==> config.mk <==
export PLATFORM = sky130hd
export DESIGN_NAME = if_fetch_ctrl
export DESIGN_NICKNAME = d
export VERILOG_FILES = /design/src/rtl/if_fetch_ctrl.sv
export SDC_FILE = /design/constraint.sdc
export NUM_CORES = 1
export LEC_CHECK = 0
export CORE_MARGIN = 4
export CORE_UTILIZATION = 53
export DETAILED_ROUTE_END_ITERATION = 8
export PLACE_DENSITY = 0.83
export RECOVER_POWER = 25
export SLEW_MARGIN = 10
export SYNTH_ARGS = -nofsm -noshare
export SYNTH_HDL_FRONTEND = slang
export SYNTH_SLANG_ARGS = --single-unit
==> constraint.sdc <==
create_clock -name clk -period 3.69 [get_ports clk]
set_input_delay 0.738 -clock clk [delete_from_list [all_inputs] [get_ports clk]]
set_output_delay 0.738 -clock clk [all_outputs]
set_load 0.02 [all_outputs]
==> src/rtl/if_fetch_ctrl.sv <==
// Fetch sequencer for the IF/ID front end: owns the PC, drives the instruction-memory
// request, handles stall/wait, branch redirect with flush bubbles, and exception halt.
module if_fetch_ctrl #(
  parameter logic [31:0] RESET           = 32'h0000_0000,
  parameter int unsigned FLUSH_CYCLES    = 1,
  // Reset value of fetch_cnt; only non-zero when exercising counter wrap.
  parameter logic [31:0] FETCH_CNT_RESET = 32'h0000_0000
) (
  input  logic        clk,
  input  logic        reset,
  input  logic        stall,
  input  logic        exception,
  input  logic        branch_taken,
  input  logic [31:0] branch_target,
  input  logic        inst_mem_is_valid,
  output logic        inst_mem_req,
  output logic [31:0] inst_mem_addr,
  output logic [1:0]  inst_mem_offset,
  output logic [31:0] inst_fetch_pc,
  output logic        stall_read,
  output logic        halted,
  output logic [31:0] fetch_cnt,
  output logic [31:0] bubble_cnt
);

  typedef enum logic [1:0] {
    ST_BOOT  = 2'd0,
    ST_FETCH = 2'd1,
    ST_FLUSH = 2'd2,
    ST_HALT  = 2'd3
  } state_t;

  localparam logic [2:0] FLUSH_LD = 3'(FLUSH_CYCLES);

  state_t      state_r;
  logic        req_r;
  logic [31:0] addr_r;
  logic [31:0] fetch_pc_r;
  logic        stall_read_r;
  logic        halted_r;
  logic [2:0]  flush_cnt_r;
  logic [31:0] fetch_cnt_r;
  logic [31:0] bubble_cnt_r;

  // Fetch FSM with all outputs and counters registered.
  always_ff @(posedge clk or negedge reset) begin
    if (!reset) begin
      state_r      <= ST_BOOT;
      req_r        <= 1'b0;
      addr_r       <= RESET;
      fetch_pc_r   <= RESET;
      stall_read_r <= 1'b1;
      halted_r     <= 1'b0;
      flush_cnt_r  <= 3'd0;
      fetch_cnt_r  <= FETCH_CNT_RESET;
      bubble_cnt_r <= 32'd0;
    end else begin
      // Bubbles are counted from the registered stall_read, BOOT excluded.
      if (stall_read_r && (state_r != ST_BOOT)) begin
        bubble_cnt_r <= bubble_cnt_r + 32'd1;
      end

      case (state_r)
        ST_BOOT: begin
          stall_read_r <= 1'b1;
          if (exception) begin
            state_r  <= ST_HALT;
            req_r    <= 1'b0;
            halted_r <= 1'b1;
          end else begin
            state_r <= ST_FETCH;
            req_r   <= 1'b1;
          end
        end

        ST_FETCH, ST_FLUSH: begin
          if (exception) begin
            state_r      <= ST_HALT;
            req_r        <= 1'b0;
            stall_read_r <= 1'b1;
            halted_r     <= 1'b1;
          end else if (branch_taken) begin
            addr_r       <= branch_target;
            stall_read_r <= 1'b1;
            if (FLUSH_CYCLES > 0) begin
              flush_cnt_r <= FLUSH_LD;
              state_r     <= ST_FLUSH;
              req_r       <= 1'b0;
            end else begin
              flush_cnt_r <= 3'd0;
              state_r     <= ST_FETCH;
              req_r       <= 1'b1;
            end
          end else if (state_r == ST_FLUSH) begin
            // Leave FLUSH on the edge where the count reaches zero.
            stall_read_r <= 1'b1;
            if (flush_cnt_r <= 3'd1) begin
              flush_cnt_r <= 3'd0;
              state_r     <= ST_FETCH;
              req_r       <= 1'b1;
            end else begin
              flush_cnt_r <= flush_cnt_r - 3'd1;
            end
          end else if (stall) begin
            stall_read_r <= 1'b1;
          end else if (inst_mem_is_valid) begin
            fetch_pc_r   <= addr_r;
            addr_r       <= addr_r + 32'd4;
            stall_read_r <= 1'b0;
            fetch_cnt_r  <= fetch_cnt_r + 32'd1;
          end else begin
            stall_read_r <= 1'b1;
          end
        end

        ST_HALT: begin
          req_r        <= 1'b0;
          stall_read_r <= 1'b1;
          halted_r     <= 1'b1;
        end

        default: begin
          state_r      <= ST_BOOT;
          req_r        <= 1'b0;
          stall_read_r <= 1'b1;
          halted_r     <= 1'b0;
          flush_cnt_r  <= 3'd0;
        end
      endcase
    end
  end

  assign inst_mem_req    = req_r;
  assign inst_mem_addr   = addr_r;
  assign inst_mem_offset = addr_r[1:0];
  assign inst_fetch_pc   = fetch_pc_r;
  assign stall_read      = stall_read_r;
  assign halted          = halted_r;
  assign fetch_cnt       = fetch_cnt_r;
  assign bubble_cnt      = bubble_cnt_r;

endmodule
[Word level (Yosys, flattened, before mapping)]
Index checks and enable logic that the tools add are counted.
Storage, ports and cells
  output and inout port bits: 133
  input bits: 38
  register bits after elaboration: 136
  word-level logic and storage cells: 67
Cells by class
  equal/unequal tests: 8
  $lt $le $gt $ge: 1
  add/subtract/negate cells: 4
  reductions and logical operators: 14
  bitwise operators: 4
  multiplexer cells: 27
Operators by type and width (number)
  2-to-1 mux 32 bit: 4
  adder 32 x 1 -> 32 bit (second input constant): 2
  adder 32 x 3 -> 32 bit (second input constant): 1
  2-to-1 mux 1 bit: 11
  2-to-1 mux 2 bit: 5
  2-to-1 mux 3 bit: 3
  inequality test 4 bit (second input constant): 2
  nonzero test 2 bit: 4
  AND reduction 3 bit: 2
  AND reduction 6 bit: 1
  AND reduction 5 bit: 1
  == test 2 bit (second input constant): 2
  inequality test 2 x 1 -> 1 bit (second input constant): 2
  inverter 1 bit: 4
  case mux 1 bit (2 select lines): 2
  case mux 2 bit (2 select lines): 1
  OR reduction 2 bit: 2
  <= comparator 3 x 1 -> 1 bit (second input constant): 1
  case mux 1 bit (3 select lines): 1
  OR reduction 3 bit: 1
  subtractor 3 x 1 -> 3 bit (second input constant): 1
  == test 2 x 1 -> 1 bit (second input constant): 1
  zero test 2 bit: 1
  inequality test 2 bit (second input constant): 1
  2 further kinds: 2

[Longest topological paths before layout]
  depth in word-level cells: 6
  depth in mapped cells: 10

[Worst setup path before layout]
No wires, ideal clock.
  path kind: input-to-reg
  start point: input port stall
  end point: register fetch_cnt_r[25], in the netlist fetch_cnt[25]
  path buffers: 2
  slack: 1.302 ns
  arrival time: 2.308 ns
  data required time: 3.610 ns
  cell stages on the path: 8
  setup time: 0.080 ns
  cell sequence: nor3b_2 and2_1 buf_4 inv_2 or4_1 buf_2 nor4_4 xor2_1
On the way
  longest elaborated chain between the ends: 2
Ends and longest elaborated chain
  start, declared: RTL line 11  | input logic stall,
  inverter 1 bit (no line)
  AND reduction 6 bit (no line)
  end signal, assigned: RTL line 110  | fetch_cnt_r <= fetch_cnt_r + 32'd1;
  end, declared: RTL line 42  | logic [31:0] fetch_cnt_r;
Every way passes these cells.
A chain may end at the register's enable or synchronous reset.

[Final worst setup path]
  start point: register state_r[0]
  end point: register fetch_cnt_r[16], in the netlist fetch_cnt[16]
On the way
  longest elaborated chain between the ends: 3
Ends and longest elaborated chain
  start, declared: RTL line 35  | state_t state_r;
  start signal, assigned: RTL line 48  | state_r <= ST_BOOT;
  start signal, assigned: RTL line 67  | state_r <= ST_HALT;
  start signal, assigned: RTL line 71  | state_r <= ST_FETCH;
  == test 2 bit / == test 2 x 1 -> 1 bit (equally long branches): RTL line 63, 94
  OR reduction 2 bit / inverter 1 bit (equally long branches)
  AND reduction 6 bit (no line) *
Every way passes the cells marked *; elsewhere a longest branch is shown, timed or not.

==> impl_summary.md <==
Global route
Entering global routing, the biggest net connects 87 pins. The first global-routing pass estimated 29,030 um of wire. The via count of the first global-routing pass is 5,843. The number of antenna violations at the first check in global routing came to 0. For this run the aggregate overflow at the end of global routing stands at 0. Global routing used 25.28% of the available tracks across all layers.

Worst setup path
The arrival time at the worst endpoint is 2.99 ns. The slowest cell on the critical path is sky130_fd_sc_hd__or4_1. For the worst setup path, the data required time is 4.03 ns. Traced cell by cell, the critical path runs through inv_1 > ha_1 > nor3b_2 > and2_1 > inv_2 > or4_1 > nor4_1 > xor2_1.

The largest stage delay on the critical path is 0.74 ns. The capturing element type of the critical path is a flip-flop. The critical path start-end classification is flip-flop to flip-flop.

The number of cells on the worst reg-to-reg path is 8. Of all nets on the critical path, the largest fanout is 11. The startpoint class of the critical path is a flip-flop. The logic depth of the worst path, buffers included is 8. The critical path contains buffers and inverters numbering 2 combined. Broken down by cell family, the worst path's largest delay share belongs to simple AND/OR/NAND/NOR gates.

Clock tree
In this run, CTS created clock tree buffers numbering 17. The CTS tree is done. The clock tree synthesis step divided the H-tree into 4 levels. The clock-pin slew reported for the worst setup and hold paths after clock tree synthesis is 0.05 ns. The cts-stage hold buffer count is 0.

The clock drives 136 sinks. The number of buffers on the longest clock path is 2. The number of setup buffers added after CTS is 0. In this run, post-CTS repair resized a total of 0 instances. The clock insertion delay at the later pin of the skew report is 0.42 ns. The cell sitting at the root of the clock tree is a sky130_fd_sc_hd__clkbuf_16.

Pwr
The power density over the cells is 683.7 nW/um^2. VDD sags by at most 0.5282 mV. For this design the static power due to leakage is 3.910 nW.

Route
The antenna violation net count after detailed routing is 0. For this run, design rule violations remaining after detail routing come to 0. The first detailed-routing pass took 5 iterations.

The mean number of vias per cell is 5.748. For this block, the initial DRC count from the detailed router was 381. The count of vias placed by the detailed router is 5,754. Dividing the detail-routed wire length by the instance count gives 17.19 um. The routed wire length is 17,210 um.

STA
Setup repair after global routing left no endpoint under its margin. Summed over all failing endpoints, the final setup total negative slack is 0 ns. The final critical delay including setup and external delays is 2.655 ns. The number of setup violations in the final report is 0.

The count of endpoints failing hold in the final timing report is 0. The worst-case setup margin in the final layout is 1.035 ns. On the final layout, the worst clock skew is 0.009064 ns. The actual slew at the worst max-slew pin is 2.184 ns.

The max-slew violation count is 86. The timing-limited maximum frequency is 0.3767 GHz. The worst hold slack is 0.4671 ns. After layout, the worst path uses 71.94% of the clock period.

Headroom to the max-slew limit came out at -45.62%.

Layout
For this run, the number of standard cells in the final layout without fillers is 1,001. The number of nets in the layout is 888. The post-route netlist has 5.504% of its cells at a drive strength greater than 1. The post-layout utilization of the core is 73.57%. The number of antenna diodes in the final layout is 0. The area growth from synthesis to layout is 35.75%.

Min path
The class of the tightest hold or removal check is flip-flop to flip-flop. The worst hold path stage count is 1.

Logic synthesis
Of the synthesized area, sequential elements account for 52.30%. The number of synthesized register bits is 136. The number of distinct library cell variants in the gate-level netlist after synthesis is 55.

The flip-flop cell with the highest count after synthesis is sky130_fd_sc_hd__dfrtp_1. After synthesis the cells add up to 6510 sq um. The share of flip-flops with an asynchronous set or reset after synthesis is 100.0%. The average instance in the mapped netlist occupies 9.630 sq um.

For this run, the number of Yosys warnings is 0. The number of nets in the synthesized netlist is 723. Counting flops with a built-in enable in the synthesized netlist gives 0. The number of standard cells after synthesis is 676.

Die
The floorplan has 40 rows. The die is 118.8 um wide. The starting density of the core is 54.20%. The area of the die is 14,120 sq um.

The die boundary height is 118.8 um. 171 I/O pins were placed. The core region is 12,010 sq um.

Placed design
Routability-driven placement finished with a final weighted congestion of 0.8215. Prior to clock tree synthesis, the placed netlist has a worst setup slack of 0.6064 ns. The number of buffers inserted by port buffering is 170.

The wire-length estimate of the detail-placed layout is 11,970 um. The cell count after placement is 969.

Run
The number of violations of the max-capacitance limit is 1.

Status
The checks that failed: max-capacitance violations, max-slew violations. The run finished, with violations left.
-- state kept, by name, summed over array words and instances, names as in the netlist --
name           cells
halted             1
inst_mem_addr     32
flush_cnt_r        3
state_r            2
fetch_cnt         32
bubble_cnt        32
inst_fetch_pc     32
stall_read         1
inst_mem_req       1
-- through the flow --
step | area, sq um | power (mW)
3_3_place_gp | 8335 | 4.501
3_5_place_dp | 8335 | 4.582
4_1_cts | 8843 | 6.079
2_1_floorplan | 6510 | 3.509
6_report | 8837 | 6.042
5_1_grt | 8837 | 6.409
-- worst paths after layout --
check,slack [ns],to,from
worst max register to register,1.04,fetch_cnt[16]$_DFFE_PN0P_,state_r[0]$_DFFE_PN0P_
worst max-delay path,1.04,fetch_cnt[16]$_DFFE_PN0P_,state_r[0]$_DFFE_PN0P_
worst min register to register,0.47,fetch_cnt[31]$_DFFE_PN0P_,fetch_cnt[31]$_DFFE_PN0P_
worst min-delay path,0.47,fetch_cnt[31]$_DFFE_PN0P_,fetch_cnt[31]$_DFFE_PN0P_
min in group asynchronous,0.94,fetch_cnt[18]$_DFFE_PN0P_,reset
max in group asynchronous,1.43,inst_mem_addr[11]$_DFFE_PN0P_,reset
-- synthesized netlist by cell type (all sizes together), types with 3 or more instances --
library cell,n,share of area (%)
a211oi,4,0.46
a21o,3,0.35
a21oi,18,1.4
a22oi,8,0.92
a31oi,3,0.29
a32oi,5,0.67
a41o,4,0.62
and3,11,1.1
and4,10,1.3
buf,10,0.88
clkbuf,23,1.3
dfrtp,135,52
ha,9,1.7
inv,18,1.0
mux2i,9,1.4
nand2,160,9.2
nand2b,3,0.29
nand3,25,1.9
nand4,24,2.3
nor2,28,1.6
nor2b,3,0.29
nor3,23,1.8
nor3b,4,0.61
nor4,13,1.8
o21ai,22,1.7
o22ai,8,0.77
or3,7,0.67
xnor2,40,5.4
xor2,23,3.1
-- where the power goes --
group          internal, mW  switching [mW]
Sequential             1.86           0.452
Combinational          1.05            1.20
Clock                 0.887           0.585
Total                  3.81            2.24
-- logic make-up after synthesis --
group / Yosys count / share of synthesized area (%)
simple gates: 320 / 23.93
mux: 10 / 1.557
flops: 136 / 52.30
compound gates: 87 / 8.745
xor+xnor: 63 / 8.476
fa+ha+maj: 9 / 1.730
buf+inv: 51 / 3.267
-- layout by cell type (no fill, tap or decap), types with 10 or more instances in the layout --
cell	synthesis	layout
sky130_fd_sc_hd__clkbuf_16	0	17
sky130_fd_sc_hd__and4_1	10	10
sky130_fd_sc_hd__inv_1	17	17
sky130_fd_sc_hd__xor2_1	23	23
sky130_fd_sc_hd__nand4_1	24	24
sky130_fd_sc_hd__nand2_1	160	160
sky130_fd_sc_hd__and3_1	11	11
sky130_fd_sc_hd__o21ai_0	21	21
sky130_fd_sc_hd__dfrtp_1	135	135
sky130_fd_sc_hd__xnor2_1	40	40
sky130_fd_sc_hd__clkdlybuf4s50_1	0	169
sky130_fd_sc_hd__nand3_1	25	25
sky130_fd_sc_hd__nor4_1	10	10
sky130_fd_sc_hd__nor2_1	28	28
sky130_fd_sc_hd__a21oi_1	18	18
sky130_fd_sc_hd__nor3_1	23	23
-- area by class of cell --
class	instances	area, sq um
clock buffers	27	483.0
clock inverters	5	25.02
fillers	861	3174
inverters	18	67.56
multi-input cells	489	2897
flip-flops and latches	136	3405
well taps	147	183.9
repair buffers	179	1777
-- metal layers --
metal / up-vias / track usage (%) / part of all wire, %
li1: 2689 / - / -
met1: 2802 / 30.31 / 40
met2: 233 / 42.13 / 50
met3: 30 / 9.544 / 8.4
met4: 0 / 8.400 / 1.4
met5: - / 0 / 0
No activity file was read; power rests on OpenSTA's default activity.
